### src/rtl/hex7seg_scan.sv
// hex7seg_scan: time-multiplexed N-digit hex seven-segment driver.
// It scans one digit per slot and supports per-digit decimal points and
// leading-zero blanking. New data is loaded without tearing: it reaches the
// display only at a frame start.
module hex7seg_scan #(
  parameter int NUM_DIGITS  = 4,
  parameter int SCAN_DIV    = 50000,
  parameter int SEG_ACT_LOW = 1,
  parameter int AN_ACT_LOW  = 1
) (
  input  logic                    clk,
  input  logic                    reset,
  input  logic                    load,
  input  logic [4*NUM_DIGITS-1:0] value,
  input  logic [NUM_DIGITS-1:0]   dp_in,
  input  logic                    lz_en,
  output logic [0:6]              display,
  output logic                    dp,
  output logic [NUM_DIGITS-1:0]   an,
  output logic                    frame
);

  localparam int PW = $clog2(SCAN_DIV);
  localparam int IW = (NUM_DIGITS > 1) ? $clog2(NUM_DIGITS) : 1;
  localparam logic [PW-1:0] PSC_LAST = PW'(SCAN_DIV - 1);
  localparam logic [IW-1:0] IDX_LAST = IW'(NUM_DIGITS - 1);
  localparam logic [6:0] SEG_OFF = (SEG_ACT_LOW != 0) ? 7'h7F : 7'h00;
  localparam logic       DP_OFF  = (SEG_ACT_LOW != 0) ? 1'b1 : 1'b0;
  localparam logic [NUM_DIGITS-1:0] AN_OFF = (AN_ACT_LOW != 0) ? '1 : '0;

  // Hex nibble to active-low segments, bit 6 = a ... bit 0 = g
  function automatic logic [6:0] decode_al(input logic [3:0] nib);
    logic [6:0] s;
    case (nib)
      4'h0: s = 7'b0000001;
      4'h1: s = 7'b1001111;
      4'h2: s = 7'b0010010;
      4'h3: s = 7'b0000110;
      4'h4: s = 7'b1001100;
      4'h5: s = 7'b0100100;
      4'h6: s = 7'b0100000;
      4'h7: s = 7'b0001111;
      4'h8: s = 7'b0000000;
      4'h9: s = 7'b0000100;
      4'hA: s = 7'b0001000;
      4'hB: s = 7'b1100000;
      4'hC: s = 7'b0110001;
      4'hD: s = 7'b1000010;
      4'hE: s = 7'b0110000;
      default: s = 7'b0111000;
    endcase
    return s;
  endfunction

  // Apply segment polarity to an active-low pattern
  function automatic logic [6:0] seg_pol(input logic [6:0] al);
    return (SEG_ACT_LOW != 0) ? al : ~al;
  endfunction

  // Apply decimal-point polarity to a lit flag (1 = lit)
  function automatic logic dp_pol(input logic lit);
    return (SEG_ACT_LOW != 0) ? ~lit : lit;
  endfunction

  // Apply anode polarity to an active-high one-hot select
  function automatic logic [NUM_DIGITS-1:0] an_pol(input logic [NUM_DIGITS-1:0] oh);
    return (AN_ACT_LOW != 0) ? ~oh : oh;
  endfunction

  logic [PW-1:0]           psc;
  logic [IW-1:0]           idx;
  logic                    pend;
  logic [4*NUM_DIGITS-1:0] pending_val, active_val;
  logic [NUM_DIGITS-1:0]   pending_dp, active_dp;

  logic                    tc, boundary, swap;
  logic [PW-1:0]           psc_nxt;
  logic [IW-1:0]           idx_nxt;
  logic [4*NUM_DIGITS-1:0] act_val_nxt;
  logic [NUM_DIGITS-1:0]   act_dp_nxt;

  // Scan counters and frame-synchronous data swap, next-state view
  always_comb begin
    tc          = (psc == PSC_LAST);
    boundary    = tc && (idx == IDX_LAST);
    swap        = boundary && pend;
    psc_nxt     = tc ? '0 : psc + 1'b1;
    idx_nxt     = idx;
    if (tc) idx_nxt = (idx == IDX_LAST) ? '0 : idx + 1'b1;
    act_val_nxt = swap ? pending_val : active_val;
    act_dp_nxt  = swap ? pending_dp  : active_dp;
  end

  // Prescaler, digit index and load-pending flag
  always_ff @(posedge clk or posedge reset) begin
    if (reset) begin
      psc  <= '0;
      idx  <= '0;
      pend <= 1'b0;
    end else begin
      psc <= psc_nxt;
      idx <= idx_nxt;
      if (load)      pend <= 1'b1;
      else if (swap) pend <= 1'b0;
    end
  end

  // Pending and active data; a load in the swap cycle lands in pending
  always_ff @(posedge clk or posedge reset) begin
    if (reset) begin
      pending_val <= '0;
      pending_dp  <= '0;
      active_val  <= '0;
      active_dp   <= '0;
    end else begin
      if (load) begin
        pending_val <= value;
        pending_dp  <= dp_in;
      end
      if (swap) begin
        active_val <= pending_val;
        active_dp  <= pending_dp;
      end
    end
  end

  logic [NUM_DIGITS-1:0] blank_p0;
  logic                  zrun;

  // Leading-zero blanking: a digit blanks when it and every digit above it is 0 with no dp
  always_comb begin
    blank_p0 = '0;
    zrun     = 1'b1;
    for (int k = NUM_DIGITS - 1; k >= 0; k--) begin
      zrun        = zrun && (act_val_nxt[4*k +: 4] == 4'h0) && !act_dp_nxt[k];
      blank_p0[k] = lz_en && zrun && (k != 0);
    end
  end

  logic [3:0]            nib_p0;
  logic                  dpsel_p0, blk_p0;
  logic [NUM_DIGITS-1:0] oh_p0, an_p0;
  logic [6:0]            seg_p0;
  logic                  dp_p0;

  // Select and decode the digit that the next cycle's slot shows
  always_comb begin
    nib_p0   = '0;
    dpsel_p0 = 1'b0;
    blk_p0   = 1'b0;
    oh_p0    = '0;
    for (int k = 0; k < NUM_DIGITS; k++) begin
      if (idx_nxt == IW'(k)) begin
        nib_p0   = act_val_nxt[4*k +: 4];
        dpsel_p0 = act_dp_nxt[k];
        blk_p0   = blank_p0[k];
        oh_p0[k] = 1'b1;
      end
    end
    seg_p0 = blk_p0 ? SEG_OFF : seg_pol(decode_al(nib_p0));
    dp_p0  = blk_p0 ? DP_OFF : dp_pol(dpsel_p0);
    an_p0  = (blk_p0 || (psc_nxt == '0)) ? AN_OFF : an_pol(oh_p0);
  end

  // Output register stage; the first cycle of each slot keeps anodes off
  always_ff @(posedge clk or posedge reset) begin
    if (reset) begin
      display <= SEG_OFF;
      dp      <= DP_OFF;
      an      <= AN_OFF;
      frame   <= 1'b0;
    end else begin
      display <= seg_p0;
      dp      <= dp_p0;
      an      <= an_p0;
      frame   <= boundary;
    end
  end

endmodule

### config.mk
export PLATFORM = sky130hd
export DESIGN_NAME = hex7seg_scan
export DESIGN_NICKNAME = d
export VERILOG_FILES = /design/src/rtl/hex7seg_scan.sv
export SDC_FILE = /design/constraint.sdc
export NUM_CORES = 1
export LEC_CHECK = 0
export CAP_MARGIN = 10
export CELL_PAD_IN_SITES_DETAIL_PLACEMENT = 0
export CELL_PAD_IN_SITES_GLOBAL_PLACEMENT = 1
export CORE_AREA = 3 3 91 93
export CTS_BUF_LIST = sky130_fd_sc_hd__clkbuf_4
export DETAILED_ROUTE_END_ITERATION = 10
export DIE_AREA = 0 0 94 96
export GPL_TIMING_DRIVEN = 0
export PLACE_DENSITY = 0.92
export SLEW_MARGIN = 20
export SYNTH_ARGS = -nofsm -noshare
export SYNTH_HDL_FRONTEND = slang
export SYNTH_SLANG_ARGS = --single-unit
export TNS_END_PERCENT = 100
### constraint.sdc
create_clock -name clk -period 4.3 [get_ports clk]
set_input_delay 0.43 -clock clk [delete_from_list [all_inputs] [get_ports clk]]
set_output_delay 0.43 -clock clk [all_outputs]
set_load 0.01 [all_outputs]
==> qor.csv <==
stage,metric,value,unit
status,status,finished clean,
sta,max_slew_margin,0.4657,
cells_and_area,multi_input_comb_area,1852,um2
synth,synth_common_cells,"nand2_1 (71), dfrtp_1 (60), mux2_2 (26)",
cells_and_area,stdcell_area,4507,um2
clock_tree,cts_resized,0,
worst_setup_path,arrival,3.50,ns
synth,ys_warn_count,0,
die,core,7607,um2
sta,finClkSkew,0.02394,ns
synth,synth_top_area_share,0.3908,
clock_tree,clock-sinks,72,
synth,ys_seq_area_frac,0.4728,
drt,postRouteWirelength,7944,um
worst_setup_path,cp_max_fo,7,
drt,drtIter0Drc,101,
sta,grt_setup_unrepaired,false,
clock_tree,clk_path_buf_depth,2,
worst_setup_path,end_kind,flip-flop,
worst_setup_path,endpoint,display[1],
synth,yosys-top-cells-area,"dfrtp_1 (39%), dfstp_2 (8.2%), mux2_2 (7.6%), nand2_1 (6.9%), mux2i_1 (2.6%)",
clock_tree,clk_pin_slew,0.14,ns
worst_setup_path,rrSetupSlack,1.19,ns
sta,whs,0.2692,ns
worst_setup_path,critPathKind,flip-flop to flip-flop,
power,p_leak,1.990,nW
clock_tree,clockRootBuffer,clkbuf_4,
sta,fin_crit,3.107,ns
synth,ys_seq_elements,72,
synth,syn_area_per_cell,10.50,um2
cells_and_area,final_nets,445,
sta,finalSetupViolations,0,
die,io-pin-count,37,
cells_and_area,num_antenna_cells,0,
synth,synthFlopType,dfrtp_1,
worst_setup_path,rr_endpoint,display[1],
synth,synthArstFlopShare,1.000,
clock_tree,postCtsSetupBuffers,0,
synth,syn-cell-area,3842,um2
global_routing,antenna_found_initial,0,
die,die-height,96,um
drt,wl_per_cell,15.25,um
sta,hold_viol,0,
cells_and_area,drive_gt1_frac,0.2076,
power,powerDensity,272.1,nW/um2
global_routing,grt_max_degree,55,
die,fp.dieW,94,um
clock_tree,cts_made_buffers,9,
min_path,min_path_type,input pin to asynchronous set/reset pin,
placed_design,dp_hpwl,5863,um
placed_design,io_buffers,36,
global_routing,grt_overflow,0,
drt,drtAntennaViolNets,0,
synth,synth_nets,397,
clock_tree,cts_tree,done,
cells_and_area,regArea,1817,um2
clock_tree,h-tree-depth,3,
cells_and_area,fin_util,0.5924,
placed_design,placed_cell_area,4360,um2
cells_and_area,n_fill_cell,664,
global_routing,grt_usage,0.1954,
clock_tree,insertion_delay,0.44,ns
sta,max_clock_freq,321.8,MHz
synth,yosys.cell_count.top_type,nand2_1,
worst_setup_path,r2r_start,psc[0],
drt,post-route-drc-count,0,
worst_setup_path,setup.worst_path.start_class,flip-flop,
worst_setup_path,setup.worst_path.start,psc[0],
cells_and_area,area_growth,17.29,%
sta,setup_tns,0,ns
die,start_util,0.5051,
synth,synth_top_area_cell,dfrtp_1,
synth,synth_cell_types,62,
synth,synth_edf_count,0,
drt,viasPerCell,5.443,
sta,tightest_slew,0.7931,ns
power,vdd.ir_drop.worst,0.2147,mV
sta,slew_viol_final,0,
drt,dr.pass1.iters,4,
drt,vias,2836,
clock_tree,cts_hold_buf,0,
worst_setup_path,cp_data_required_time,4.69,ns
flow_run,drv_cap,0,
placed_design,gp_congestion,0.8825,
sta,fin_crit_sh,0.7226,
die,die_area,9024,um2
global_routing,grt_pass1_vias,2836,
die,num_rows,32,
worst_setup_path,r2r_cells,12,
global_routing,grt_pass1_wl,13710,um
synth,syn_inst,366,
placed cells by master (no fill, tap or decap), types with 4 or more instances in the layout:
cell type / n
a21oi_1: 4
and2_1: 4
buf_2: 4
clkbuf_1: 4
clkbuf_4: 9
clkdlybuf4s50_1: 36
dfrtp_1: 60
dfstp_2: 12
ha_1: 7
inv_1: 13
mux2_2: 26
mux2i_1: 10
mux4_2: 4
nand2_1: 71
nand2b_1: 4
nand3_1: 12
nand4_1: 4
nor2_1: 24
nor3_1: 5
nor4_1: 5
o21ai_0: 6
or4_1: 5
xnor2_1: 11
xor2_1: 6
routing by layer:
layer / share of wire / global-route usage / up-vias
met3: 0.046 / 0.04378 / 14
met5: 0 / 0 / -
li1: - / - / 1394
met4: 0.021 / 0.07220 / 0
met1: 0.46 / 0.2519 / 1361
met2: 0.47 / 0.3241 / 67
state kept, by name, summed over array words and instances (netlist names):
signal	cells
active_val	16
pending_val	16
psc	16
display	7
active_dp	4
an	4
pending_dp	4
idx	2
dp	1
frame	1
pend	1
cell type report:
cell class	count	share of cell area
flip-flops and latches	72	0.4031
inverters	15	0.01305
well taps	102	0.02832
multi-input cells	261	0.4109
plain buffers	18	0.02610
repair buffers	37	0.08606
clock inverters	7	0.01749
clock buffers	9	0.01499
kinds of logic (layout without fill, tap and decap cells):
group	count (synthesis)	count (layout)	share of synthesized area
xor+xnor	17	17	0.03875
buf+inv	33	86	0.04526
compound gates	41	41	0.08466
flops	72	72	0.4728
simple gates	152	152	0.1951
fa+ha+maj	7	7	0.02279
mux	44	44	0.1407
per-stage QoR:
stage	power [mW]	setup WS, ns	std cells
3_5_place_dp	0.7925	1.226	505
4_1_cts	1.235	1.194	521
3_3_place_gp	0.7868	0.8889	504
6_report	1.227	1.193	521
2_1_floorplan	0.7532	1.605	366
5_1_grt	1.284	0.9461	521
how the worst min path moves through the flow:
stage / end / cells after the start / start
floorplan: active_dp[0] / 2 / active_dp[0]
global placement: active_dp[2] / 2 / active_dp[2]
detailed placement: active_val[5] / 2 / pending_val[5]
CTS: pend / 2 / reset
global route: pend / 2 / reset
finish: pend / 2 / reset
worst max-delay path: stages, from the launching register on:
cell and delay, ns:
dfrtp_1 0.41, ha_1 0.21, and3_1 0.30, and4_1 0.23, buf_4 0.16, mux2i_1 0.41
o32ai_2 0.16, a211oi_4 0.31, inv_1 0.14, ha_1 0.33, inv_1 0.06, o221ai_1 0.12
a31o_1 0.22
power by group:
part,switching (mW),internal (mW)
Clock,0.267,0.181
Sequential,0.0174,0.696
Combinational,0.0252,0.0390
Power figures use the tool's default switching activity.
